$ cat src/rtl/cc_unit.sv
// Condition-code producer: carries N/Z/C/V updates from EX through MEM and WB,
// commits them to the architectural CC register and forwards the youngest value.
module cc_unit #(
  parameter logic [3:0] CC_RESET = 4'b0000
) (
  input  logic       clk,
  input  logic       reset,
  input  logic       stall,
  input  logic       flush,
  input  logic       ex_valid,
  input  logic       ex_s,
  input  logic       ex_n,
  input  logic       ex_z,
  input  logic       ex_c,
  input  logic       ex_v,
  output logic       N_CC,
  output logic       Z_CC,
  output logic       C_CC,
  output logic       V_CC,
  output logic [3:0] cc_arch,
  output logic [1:0] cc_src,
  output logic       cc_commit
);

  typedef enum logic [1:0] {
    SRC_ARCH = 2'd0,
    SRC_WB   = 2'd1,
    SRC_MEM  = 2'd2,
    SRC_EX   = 2'd3
  } cc_src_e;

  logic       mem_valid;
  logic [3:0] mem_flags;
  logic       wb_valid;
  logic [3:0] wb_flags;
  logic [3:0] arch;

  logic       ex_take;
  logic [3:0] ex_flags;
  logic [3:0] fwd_flags;
  cc_src_e    fwd_src;

  assign ex_take  = ex_valid & ex_s & ~flush;
  assign ex_flags = {ex_n, ex_z, ex_c, ex_v};

  // Flush drops the MEM entry but still lets the older WB entry commit.
  always_ff @(posedge clk) begin
    if (reset) begin
      mem_valid <= 1'b0;
      mem_flags <= 4'b0000;
      wb_valid  <= 1'b0;
      wb_flags  <= 4'b0000;
      arch      <= CC_RESET;
    end else if (flush) begin
      mem_valid <= 1'b0;
      wb_valid  <= 1'b0;
      if (wb_valid) begin
        arch <= wb_flags;
      end
    end else if (!stall) begin
      mem_valid <= ex_take;
      mem_flags <= ex_flags;
      wb_valid  <= mem_valid;
      wb_flags  <= mem_flags;
      if (wb_valid) begin
        arch <= wb_flags;
      end
    end
  end

  // Youngest non-flushed producer wins: EX, then MEM, then WB, then arch.
  always_comb begin
    fwd_flags = arch;
    fwd_src   = SRC_ARCH;
    if (ex_take) begin
      fwd_flags = ex_flags;
      fwd_src   = SRC_EX;
    end else if (mem_valid) begin
      fwd_flags = mem_flags;
      fwd_src   = SRC_MEM;
    end else if (wb_valid) begin
      fwd_flags = wb_flags;
      fwd_src   = SRC_WB;
    end
  end

  assign N_CC      = fwd_flags[3];
  assign Z_CC      = fwd_flags[2];
  assign C_CC      = fwd_flags[1];
  assign V_CC      = fwd_flags[0];
  assign cc_src    = fwd_src;
  assign cc_arch   = arch;
  assign cc_commit = wb_valid & (~stall | flush);

endmodule
$ cat config.mk
export PLATFORM = sky130hd
export DESIGN_NAME = cc_unit
export DESIGN_NICKNAME = d
export VERILOG_FILES = /design/src/rtl/cc_unit.sv
export SDC_FILE = /design/constraint.sdc
export NUM_CORES = 1
export LEC_CHECK = 0
export CORE_MARGIN = 8
export CORE_UTILIZATION = 44
export DETAILED_ROUTE_END_ITERATION = 10
export MAX_ROUTING_LAYER = met4
export PLACE_DENSITY = 0.76
export RECOVER_POWER = 25
export SYNTH_ARGS = -nofsm -noshare
export SYNTH_HDL_FRONTEND = slang
export SYNTH_SLANG_ARGS = --single-unit
$ cat constraint.sdc
create_clock -name clk -period 1.3 [get_ports clk]
set_clock_uncertainty 0.05 [all_clocks]
set_input_delay 0.26 -clock clk [delete_from_list [all_inputs] [get_ports clk]]
set_output_delay 0.26 -clock clk [all_outputs]
set_load 0.05 [all_outputs]
* Word-level counts from Yosys, hierarchy flattened
Index checks and enable logic that the tools add are counted.
** Operators by class
- Muxes and demuxes :: 8
- Bitwise gates (word level) :: 6
- Reductions and logical operators :: 2
- Equality and inequality tests :: 1
** Operator list (count)
- $mux 4 :: 5
- $mux 2 :: 2
- $and 1x1->1 :: 3
- $ne 2x1->1 const B :: 1
- $not 1->1 :: 2
- $reduce_and 2->1 :: 1
- $reduce_or 2->1 :: 1
- $mux 1 :: 1
- $or 1x1->1 :: 1
** Word-level totals
- Input bits :: 10
- Register bits after elaboration :: 14

* Logic depth before layout (Yosys ltp)
Gate-level depths: netlist of the first run.
- Depth after elaboration :: 3
- Gate-level depth with buffers :: 4
- Mapped depth without buffers :: 3

* Worst setup path after synthesis of the first run
No wires, ideal clock.
- Kind :: register -> output
- Start point :: register arch[2], in the netlist cc_arch[2]
- End point :: output Z_CC
- Cell stages (with the launch flop) :: 4
- Path slack :: -1019 ps
- Buffers on the path :: 0
- Data arrival time :: 2009 ps
- Data required time :: 990 ps
- Path through :: dfxtp_1 > mux2_2 > mux2i_1 > o21ai_0
** On the way
- Longest elaborated chain between the ends :: 3
** RTL lines
- start: declaration :: RTL line 36 : logic [3:0] arch;
- start signal: assignment :: RTL line 58 : arch <= wb_flags;
- start signal: assignment :: RTL line 66 : arch <= wb_flags;
- $mux 4
- $mux 4 :: RTL line 78 : end else if (mem_valid) begin
- $mux 4 :: RTL line 75 : if (ex_take) begin
- end: declaration :: RTL line 17 : output logic Z_CC,
Every way passes these cells.

* Final worst setup path of the first run
- Start point :: register wb_valid
- End point :: output V_CC
** On the way
- Longest elaborated chain between the ends :: 3
** RTL lines
- start: declaration :: RTL line 34 : logic wb_valid;
- start signal: assignment :: RTL line 63 : wb_valid <= mem_valid;
- $mux 4
- $mux 4 :: RTL line 78
- $mux 4 :: RTL line 75
- end: declaration :: RTL line 19 : output logic V_CC,
Every way passes these cells.

==> results.ini, run 1 <==
[clocking]
cts_buffers = 3
clk-insertion-delay-late_ns = 0.27
cts-root-buf = clkbuf_4
postCtsHoldBufs = 0
clkSinkCount = 14
cts_buffer_depth = 2
cts_tree = yes
clk_pin_slew_ns = 0.08
htreeDepth = 1

[place]
gp_congestion = 0.779
placedCellCount = 137
dpl_worst_slack_ns = -0.498
port-buffer-count = 20
dp_hpwl_um = 1880

[setup_path]
critPathLaunch = wb_valid
worst-r2r-setup-slack_ns = -0.05
r2r-start = wb_valid
slowest_stage = dfxtp_4
worstPathArrival_ns = 1.53
criticalPathCategory = reg2out
required_ns = 0.99
end_kind = output pin
cp-start-kind = flop
max_stage_delay_ns = 0.40
crit_top_cell = buf_12
critPathCapture = V_CC
rr_endpoint = cc_arch[1]
cp_cell_sequence = buf_12 > mux2_4 > mux2i_4 > o21ai_4 > buf_12
reg2reg_depth = 6
path_max_fanout = 4

[hold_path]
hold_path_class = in2reg

[global_route]
grt_util_all_layers_pct = 16.3
grt_overflow = 0
antenna_found_initial = 0
grt_max_degree = 15
grt_pass1_wl_um = 4080
grt_pass1_vias = 835

[drt]
ant_nets = 0
drcViolationCount = 0
post_drt_via_cell_ratio = 5.74
drt_iter0_drc = 19
totalWireLength_um = 2590
firstDrtPassIters = 4
post_drt_wl_per_cell_um = 18.2
via_count = 815

[timing]
max_freq_ghz = 0.544
fin_ws_ns = -0.540
final-max-slew-violation-count = 0
max_slew.worst_pin.slew_ns = 0.288
setup_viol = 16
min_period_ns = 1.84
hold_viol = 0
rsz0062_at_grt = yes
tns_ns = -3.59
relSlewSlack_pct = 80.6
period_share_pct = 142
holdWs_ns = 0.403

[floorplan]
dieWidth_um = 55.4
die_h_um = 55.4
die_area_mm2 = 0.00307
coreArea_mm2 = 0.00149
initial_core_util_pct = 46.0
io_pins = 21
rows = 14

[layout]
final_core_util_pct = 92.4
final_cells = 142
drive_gt1_share_pct = 51.6
multi_input_area_um2 = 485
nNetsFinal = 137
syn_to_final_growth_pct = 101
fillers = 57
register_area_um2 = 300
insertedDiodeCount = 0

[power_and_ir_drop]
ir_worst_vdd_v = 0.000659
cellPowerDensity_mw_per_mm2 = 632
leakagePower_nw = 0.532

[status]
violations = negative setup slack
status = finished with violations

[synth]
synth_top_area_share_pct = 41.0
seq_area_frac_synth_pct = 41.0
synth_area_um2 = 684
syn_avg_cell_area_um2 = 8.25
synth_fp_nets = 93
synth_largest_area_cell = dfxtp_1
ys_warn_count = 0
ys_top_cells_by_area = dfxtp_1 (41%), o21ai_0 (9.5%), a21oi_1 (8.8%)
ys_ff_latch = 14
synth.distinct_cells = 19
synthCells = 83

[job]
cap_viol_max_count = 0

[worst max-delay path, delay by kind of cell (launching register included)]
kind / cells / cell delay [ns]
mux: 2 / 0.49
compound gates: 1 / 0.10
buf+inv: 2 / 0.26
flops: 1 / 0.40
[per-layer routing]
metal  track usage, %  up-vias  share of wire [%]
li1                 -      377                  -
met1             16.5      394                 40
met2             29.2       34                 52
met3             3.42       10                4.9
met4             7.39        0                2.7
met5                -        -                  0
[registers in the layout, summed over array words and instances (netlist names)]
signal / count
cc_arch: 4
wb_flags: 4
mem_flags: 4
wb_valid: 1
mem_valid: 1
[stage by stage]
stage / instance area, um2 / total power, mW
after floorplan: 803 / 0.521
after global placement: 1300 / 0.621
after detailed placement: 1300 / 0.629
after CTS: 1360 / 0.885
after global routing: 1380 / 0.904
final: 1380 / 0.869
[placed cells by master (no fill, tap or decap), types with 2 or more instances in the layout]
master | Yosys | routed
a21oi_1 | 12 | 12
o21ai_4 | 0 | 4
buf_6 | 1 | 2
nand3b_1 | 4 | 4
buf_4 | 0 | 17
mux2i_1 | 6 | 2
nand2_1 | 12 | 11
mux2i_4 | 0 | 3
dfxtp_4 | 0 | 5
o21ai_0 | 13 | 12
buf_12 | 0 | 14
nor2_2 | 0 | 2
clkbuf_4 | 0 | 3
clkdlybuf4s15_1 | 0 | 3
mux2_4 | 0 | 3
clkdlybuf4s50_1 | 0 | 5
dfxtp_1 | 14 | 8
nor3_1 | 2 | 2
[where the power goes]
part           internal (mW)  switching, mW  total, mW  leakage, nW
Clock                  0.119          0.132      0.251       0.0150
Combinational         0.0941         0.0886      0.183        0.399
Sequential             0.426        0.00886      0.435        0.118
Total                  0.639          0.230      0.869        0.532
[logic make-up (layout without fill, tap and decap cells)]
logic type | after synthesis | after routing | share of synthesized area, %
simple gates | 23 | 23 | 16.6
flops | 14 | 14 | 41.0
compound gates | 29 | 29 | 21.8
mux | 10 | 10 | 15.4
buf+inv | 7 | 50 | 5.30
[timing repair]
| action | in CTS | in global routing |
|---|---|---|
| resized for setup | 15 | 2 |
| setup endpoints to repair | 8 | 9 |
| pin swaps | 4 | 2 |
| setup buffers | 2 | 2 |
[how the worst min path moves through the flow]
| stage | from | endpoint | depth (start not counted) |
|---|---|---|---|
| floorplan | reset | mem_flags[3] | 1 |
| detailed placement | mem_flags[2] | wb_flags[2] | 2 |
| global route | flush | mem_valid | 3 |
| CTS | flush | wb_valid | 3 |
| finish | flush | mem_valid | 3 |
| global placement | mem_flags[2] | wb_flags[2] | 2 |
[cell type report]
type	count	share of cell area (%)
Clock buffer	4	1.91
Sequential cell	14	21.8
Tap cell	16	1.46
Timing Repair Buffer	44	38.6
Multi-Input combinational cell	62	35.3
Inverter	2	0.910
[cell usage after synthesis]
cell type,number
mux2_2,4
a21o_2,1
o21ai_1,3
nor2b_1,1
and3b_1,1
buf_2,2
nand3b_1,4
nand2_1,12
clkbuf_1,2
nor3_1,2
or2_1,1
dfxtp_1,14
o21ai_0,13
clkinv_1,1
a21oi_1,12
buf_6,1
mux2i_1,6
inv_1,1
nor2_1,2
Note: power is estimated with default switching activity, not from simulation.
==> inputs of run 2 (changes only) <==
Clock period 1.3 ns to 1.8 ns, I/O delays scaled along.
==> run 2 against run 1 <==
Largest cell class is now multi-input combinational cells. Power down 25%. The run still ends with negative setup slack left. Final cell count down 9.2%. Global-route usage down 4.1 points. Critical path type unchanged.
==> results.ini, run 2 (synthesis gave the netlist of run 1 again) <==
[hold_path]
hold_path_class = reg2reg

[global_route]
grt_util_all_layers_pct = 12.2  ; -4.1 points
grt_max_degree = 15  ; unchanged
antenna_found_initial = 0  ; unchanged
grt_overflow = 0  ; unchanged
grt_pass1_wl_um = 3020  ; -26%
grt_pass1_vias = 679  ; -19%

[drt]
firstDrtPassIters = 4  ; unchanged
totalWireLength_um = 1880  ; -28%
post_drt_via_cell_ratio = 5.47  ; -4.6%
post_drt_wl_per_cell_um = 14.5  ; -20%
ant_nets = 0  ; unchanged
drt_iter0_drc = 20  ; +1
via_count = 706  ; -13%
drcViolationCount = 0  ; unchanged

[power_and_ir_drop]
leakagePower_nw = 0.428  ; -20%
cellPowerDensity_mw_per_mm2 = 593  ; -6.3%
ir_worst_vdd_v = 0.000442  ; -33%
power.total_uw = 653  ; -25%

[floorplan]
io_pins = 21  ; unchanged
coreArea_mm2 = 0.00149  ; unchanged
initial_core_util_pct = 46.0  ; unchanged
die_h_um = 55.4  ; unchanged
die_area_mm2 = 0.00307  ; unchanged
dieWidth_um = 55.4  ; unchanged
rows = 14  ; unchanged

[clocking]
clkSinkCount = 14  ; unchanged
clk_pin_slew_ns = 0.08  ; about the same
cts_tree = yes
cts_buffer_depth = 2  ; unchanged
cts-root-buf = clkbuf_4
htreeDepth = 1  ; unchanged
cts_buffers = 3  ; unchanged
clk-insertion-delay-late_ns = 0.28  ; about the same
postCtsHoldBufs = 0  ; unchanged

[timing]
fin_ws_ns = -0.0491  ; +0.491 ns
max_freq_ghz = 0.541
rsz0062_at_grt = yes
hold_viol = 0  ; unchanged
final-max-slew-violation-count = 0  ; unchanged
max_slew.worst_pin.slew_ns = 0.598  ; +0.310 ns
holdWs_ns = 0.428  ; +0.0245 ns
period_share_pct = 103
relSlewSlack_pct = 60.3  ; -20 points
setup_viol = 4  ; -12
min_period_ns = 1.85

[setup_path]
required_ns = 1.39  ; +0.40 ns
criticalPathCategory = reg2out
cp-start-kind = flop
worstPathArrival_ns = 1.44  ; -0.09 ns
path_max_fanout = 8  ; +4
end_kind = output pin

[layout]
mostFrequentLayoutCells = dfxtp_1 (13), nand2_1 (12), o21ai_0 (12), a21oi_1 (12), buf_4 (11)
final_cells = 129  ; -9.2%
drive_gt1_share_pct = 36.3  ; -15 points
syn_to_final_growth_pct = 60.9
nNetsFinal = 124  ; -9.5%
fin_area_mm2 = 0.00110  ; -20%
insertedDiodeCount = 0  ; unchanged
layout_commonest_cell = dfxtp_1

[job]
cap_viol_max_count = 0  ; unchanged

[place]
placed_area_um2 = 995  ; -24%
gp_congestion = 0.722  ; -7.3%
dp_hpwl_um = 1250  ; -33%
port-buffer-count = 20  ; unchanged
placedCellCount = 122  ; -11%

[status]
violations = negative setup slack
status = finished with violations

## run 2: cell types whose count changed in the layout (fill, tap and decap cells not counted), sizes merged
| cell | previous run | this run |
|---|---|---|
| dlygate4sd2 | 0 | 3 |
| buf | 34 | 18 |
| clkdlybuf4s15 | 3 | 0 |
| and3b | 1 | 2 |
| clkinv | 1 | 0 |
| inv | 1 | 2 |
| clkbuf | 5 | 7 |
## run 2: cell type report
class	count	area (um2)
Clock buffer	4	36.3
Fill cell	116	388
Inverter	2	10.0
Multi-Input combinational cell	63	439
Sequential cell	14	284
Tap cell	16	20.0
Timing Repair Buffer	30	312
## run 2: report_power, final
group,total (mW),leakage (nW),internal [mW],switching [mW]
clock,0.226,0.0210,0.123,0.103
combinational,0.107,0.293,0.0527,0.0548
sequential,0.319,0.114,0.314,0.00547
## run 2: repair_timing
item / 4_1_cts / 5_1_grt
buffers inserted: 1 / 1
setup endpoints to repair: 7 / 5
resized for setup: 15 / 7
pin swaps: 6 / 3
gates cloned: 1 / 0
## run 2: metal layers
layer | up-vias | track usage, % | wire length, um
li1 | 353 | - | -
met1 | 317 | 15.1 | 877
met2 | 32 | 17.3 | 844
met3 | 4 | 3.65 | 129
met4 | 0 | 6.34 | 24
met5 | - | - | 0
## run 2: worst paths after layout
path | from | end | slack [ns] | cells after the start
max reg2reg | wb_valid | cc_arch[0] | 0.58 | 5
max | wb_valid | C_CC | -0.05 | 4
min reg2reg | mem_flags[3] | wb_flags[3] | 0.43 | 2
min | mem_flags[3] | wb_flags[3] | 0.43 | 2
## run 2: worst max-delay path, cell delays in order, from the launching register on
cell,delay (ns)
dfxtp_4,0.42
mux2_4,0.32
mux2i_2,0.17
o21ai_2,0.10
buf_12,0.15
## run 2: through the flow
step	util, %	setup slack (ns)	TNS [ns]
after floorplan	-	-0.242	-0.242
after global placement	66.8	-0.244	-1.27
after detailed placement	66.8	-0.270	-1.45
after CTS	72.4	-0.0743	-0.282
after global routing	73.9	-0.110	-0.444
final	73.9	-0.0491	-0.179
==> inputs of run 3 (changes only) <==
Settings changed: CORE_UTILIZATION 44 to 40, PLACE_DENSITY 0.76 to 0.73, RECOVER_POWER 25 to 100.
Clock period 1.8 ns to 1.5 ns, I/O delays scaled along.
==> run 3 against run 2 <==
The run still ends with negative setup slack left. Register-to-register slack got worse by 0.13 ns. Setup slack got worse by 0.23 ns. Flip-flop and latch count unchanged.
==> results.ini, run 3 (synthesis gave the netlist of run 1 again) <==
[clocking]
postCtsHoldBufs = 0  ; unchanged
htreeDepth = 1  ; unchanged
clk_pin_slew_ns = 0.09  ; about the same
cts_tree = yes
cts-root-buf = clkbuf_4
cts_buffers = 3  ; unchanged
clkSinkCount = 14  ; unchanged
clk-insertion-delay-late_ns = 0.29  ; about the same
cts_buffer_depth = 2  ; unchanged

[setup_path]
end_kind = output pin
cp_cell_sequence = mux2_4 > mux2i_4 > o21ai_4 > buf_12
worstPathArrival_ns = 1.42  ; -0.02 ns
worst-r2r-setup-slack_ns = 0.45  ; -0.13 ns
required_ns = 1.15  ; -0.24 ns
r2r-start = wb_valid
path_max_fanout = 6  ; -2
criticalPathCategory = reg2out
rr_endpoint = cc_arch[2]
cp-start-kind = flop
slowest_stage = dfxtp_4
max_stage_delay_ns = 0.41  ; about the same
reg2reg_depth = 4  ; -1

[layout]
syn_to_final_growth_pct = 85.7
nNetsFinal = 126  ; +1.6%
insertedDiodeCount = 0  ; unchanged
mostFrequentLayoutCells = o21ai_0 (12), a21oi_1 (12), dfxtp_1 (12)
final_cells = 132  ; +2.3%
drive_gt1_share_pct = 44.3  ; +8.1 points

[timing]
holdWs_ns = 0.317  ; -0.111 ns
final-max-slew-violation-count = 0  ; unchanged
hold_viol = 0  ; unchanged
relSlewSlack_pct = 67.1  ; +6.8 points
tns_ns = -1.62  ; -1.44 ns
min_period_ns = 1.77
period_share_pct = 118
fin_ws_ns = -0.274  ; -0.225 ns
setup_viol = 14  ; +10
max_slew.worst_pin.slew_ns = 0.493  ; -0.104 ns
rsz0062_at_grt = yes
max_freq_ghz = 0.564

[power_and_ir_drop]
leakagePower_nw = 0.478  ; +12%
ir_worst_vdd_v = 0.000899  ; +100%
cellPowerDensity_mw_per_mm2 = 640  ; +7.9%

[drt]
firstDrtPassIters = 4  ; unchanged
drcViolationCount = 0  ; unchanged
post_drt_wl_per_cell_um = 15.9  ; +9.3%
ant_nets = 0  ; unchanged
via_count = 723  ; +2.4%
totalWireLength_um = 2100  ; +12%
post_drt_via_cell_ratio = 5.48  ; about the same
drt_iter0_drc = 20  ; unchanged

[global_route]
grt_max_degree = 15  ; unchanged
grt_pass1_vias = 760  ; +12%
antenna_found_initial = 0  ; unchanged
grt_util_all_layers_pct = 14.5  ; +2.3 points
grt_overflow = 0  ; unchanged
grt_pass1_wl_um = 3680  ; +22%

[floorplan]
die_h_um = 57.4  ; +3.5%
die_area_mm2 = 0.00329  ; +7.1%
rows = 15  ; +1
coreArea_mm2 = 0.00167  ; +12%
initial_core_util_pct = 41.0  ; -5.0 points
io_pins = 21  ; unchanged
dieWidth_um = 57.4  ; +3.5%

[status]
status = finished with violations
violations = negative setup slack

[hold_path]
min_delay_worst_endpoint = wb_valid
hold_path_depth = 3  ; +1
hold_start = flush
hold_path_class = in2reg

[place]
dp_hpwl_um = 1420  ; +14%
placedCellCount = 128  ; +4.9%
port-buffer-count = 20  ; unchanged
gp_congestion = 0.849  ; +18%

[job]
cap_viol_max_count = 0  ; unchanged

[run 3: cell count changes in the layout (fill, tap and decap cells not counted), sizes merged]
| cell | delta |
|---|---|
| clkinv | +1 |
| and3b | -1 |
| buf | +5 |
| clkdlybuf4s15 | +2 |
| dlygate4sd2 | -3 |
| inv | -1 |
| clkbuf | -1 |
[run 3: worst max-delay path by stage]
stage,end,start,slack (ns)
after floorplan,cc_src[1],flush,-0.05
after global placement,cc_src[0],flush,-0.34
after detailed placement,V_CC,flush,-0.35
after CTS,C_CC,wb_valid,-0.28
after global routing,V_CC,wb_valid,-0.33
final,N_CC,wb_valid,-0.27
[run 3: routing by layer]
metal	share of wire, %	vias to the layer above	wire length, um	GRT usage, %
met2	53	18	1120	25.2
li1	-	356	-	-
met5	0	-	0	-
met4	0.71	0	15	4.29
met1	42	347	882	15.1
met3	4.1	2	86	4.93
[run 3: area by class of cell]
class	count	area (um2)
clock buffer	4	36.3
fill	116	399
inverter	2	12.5
multi-input combinational	62	510
sequential	14	285
tap	17	21.3
timing repair buffer	33	405
[run 3: what timing repair did]
| item | 4_1_cts | 5_1_grt |
|---|---|---|
| resized for setup | 39 | 0 |
| pin swaps | 9 | 4 |
| endpoints found under the setup margin | 7 | 7 |
| buffers inserted | 0 | 0 |
| endpoints found under the hold margin | 0 | 0 |
[run 3: critical path: cells and delay by family (launching register included)]
kind            cells  cell delay, ns
mux                 2            0.50
buf+inv             1            0.14
compound gates      1            0.07
flops               1            0.41
[run 3: power breakdown]
group	switching, mW	internal, mW
logic	0.0736	0.0735
registers	0.00777	0.377
clock network	0.134	0.148
[run 3: stage by stage]
| stage | total power [mW] | util (%) | setup WS (ns) | cell area, um2 |
|---|---|---|---|---|
| after floorplan | 0.453 | - | -0.0475 | 748 |
| after global placement | 0.529 | 68.0 | -0.338 | 1140 |
| after detailed placement | 0.530 | 68.0 | -0.347 | 1140 |
| after CTS | 0.822 | 77.3 | -0.278 | 1290 |
| after global routing | 0.854 | 76.1 | -0.327 | 1270 |
| final | 0.813 | 76.1 | -0.274 | 1270 |
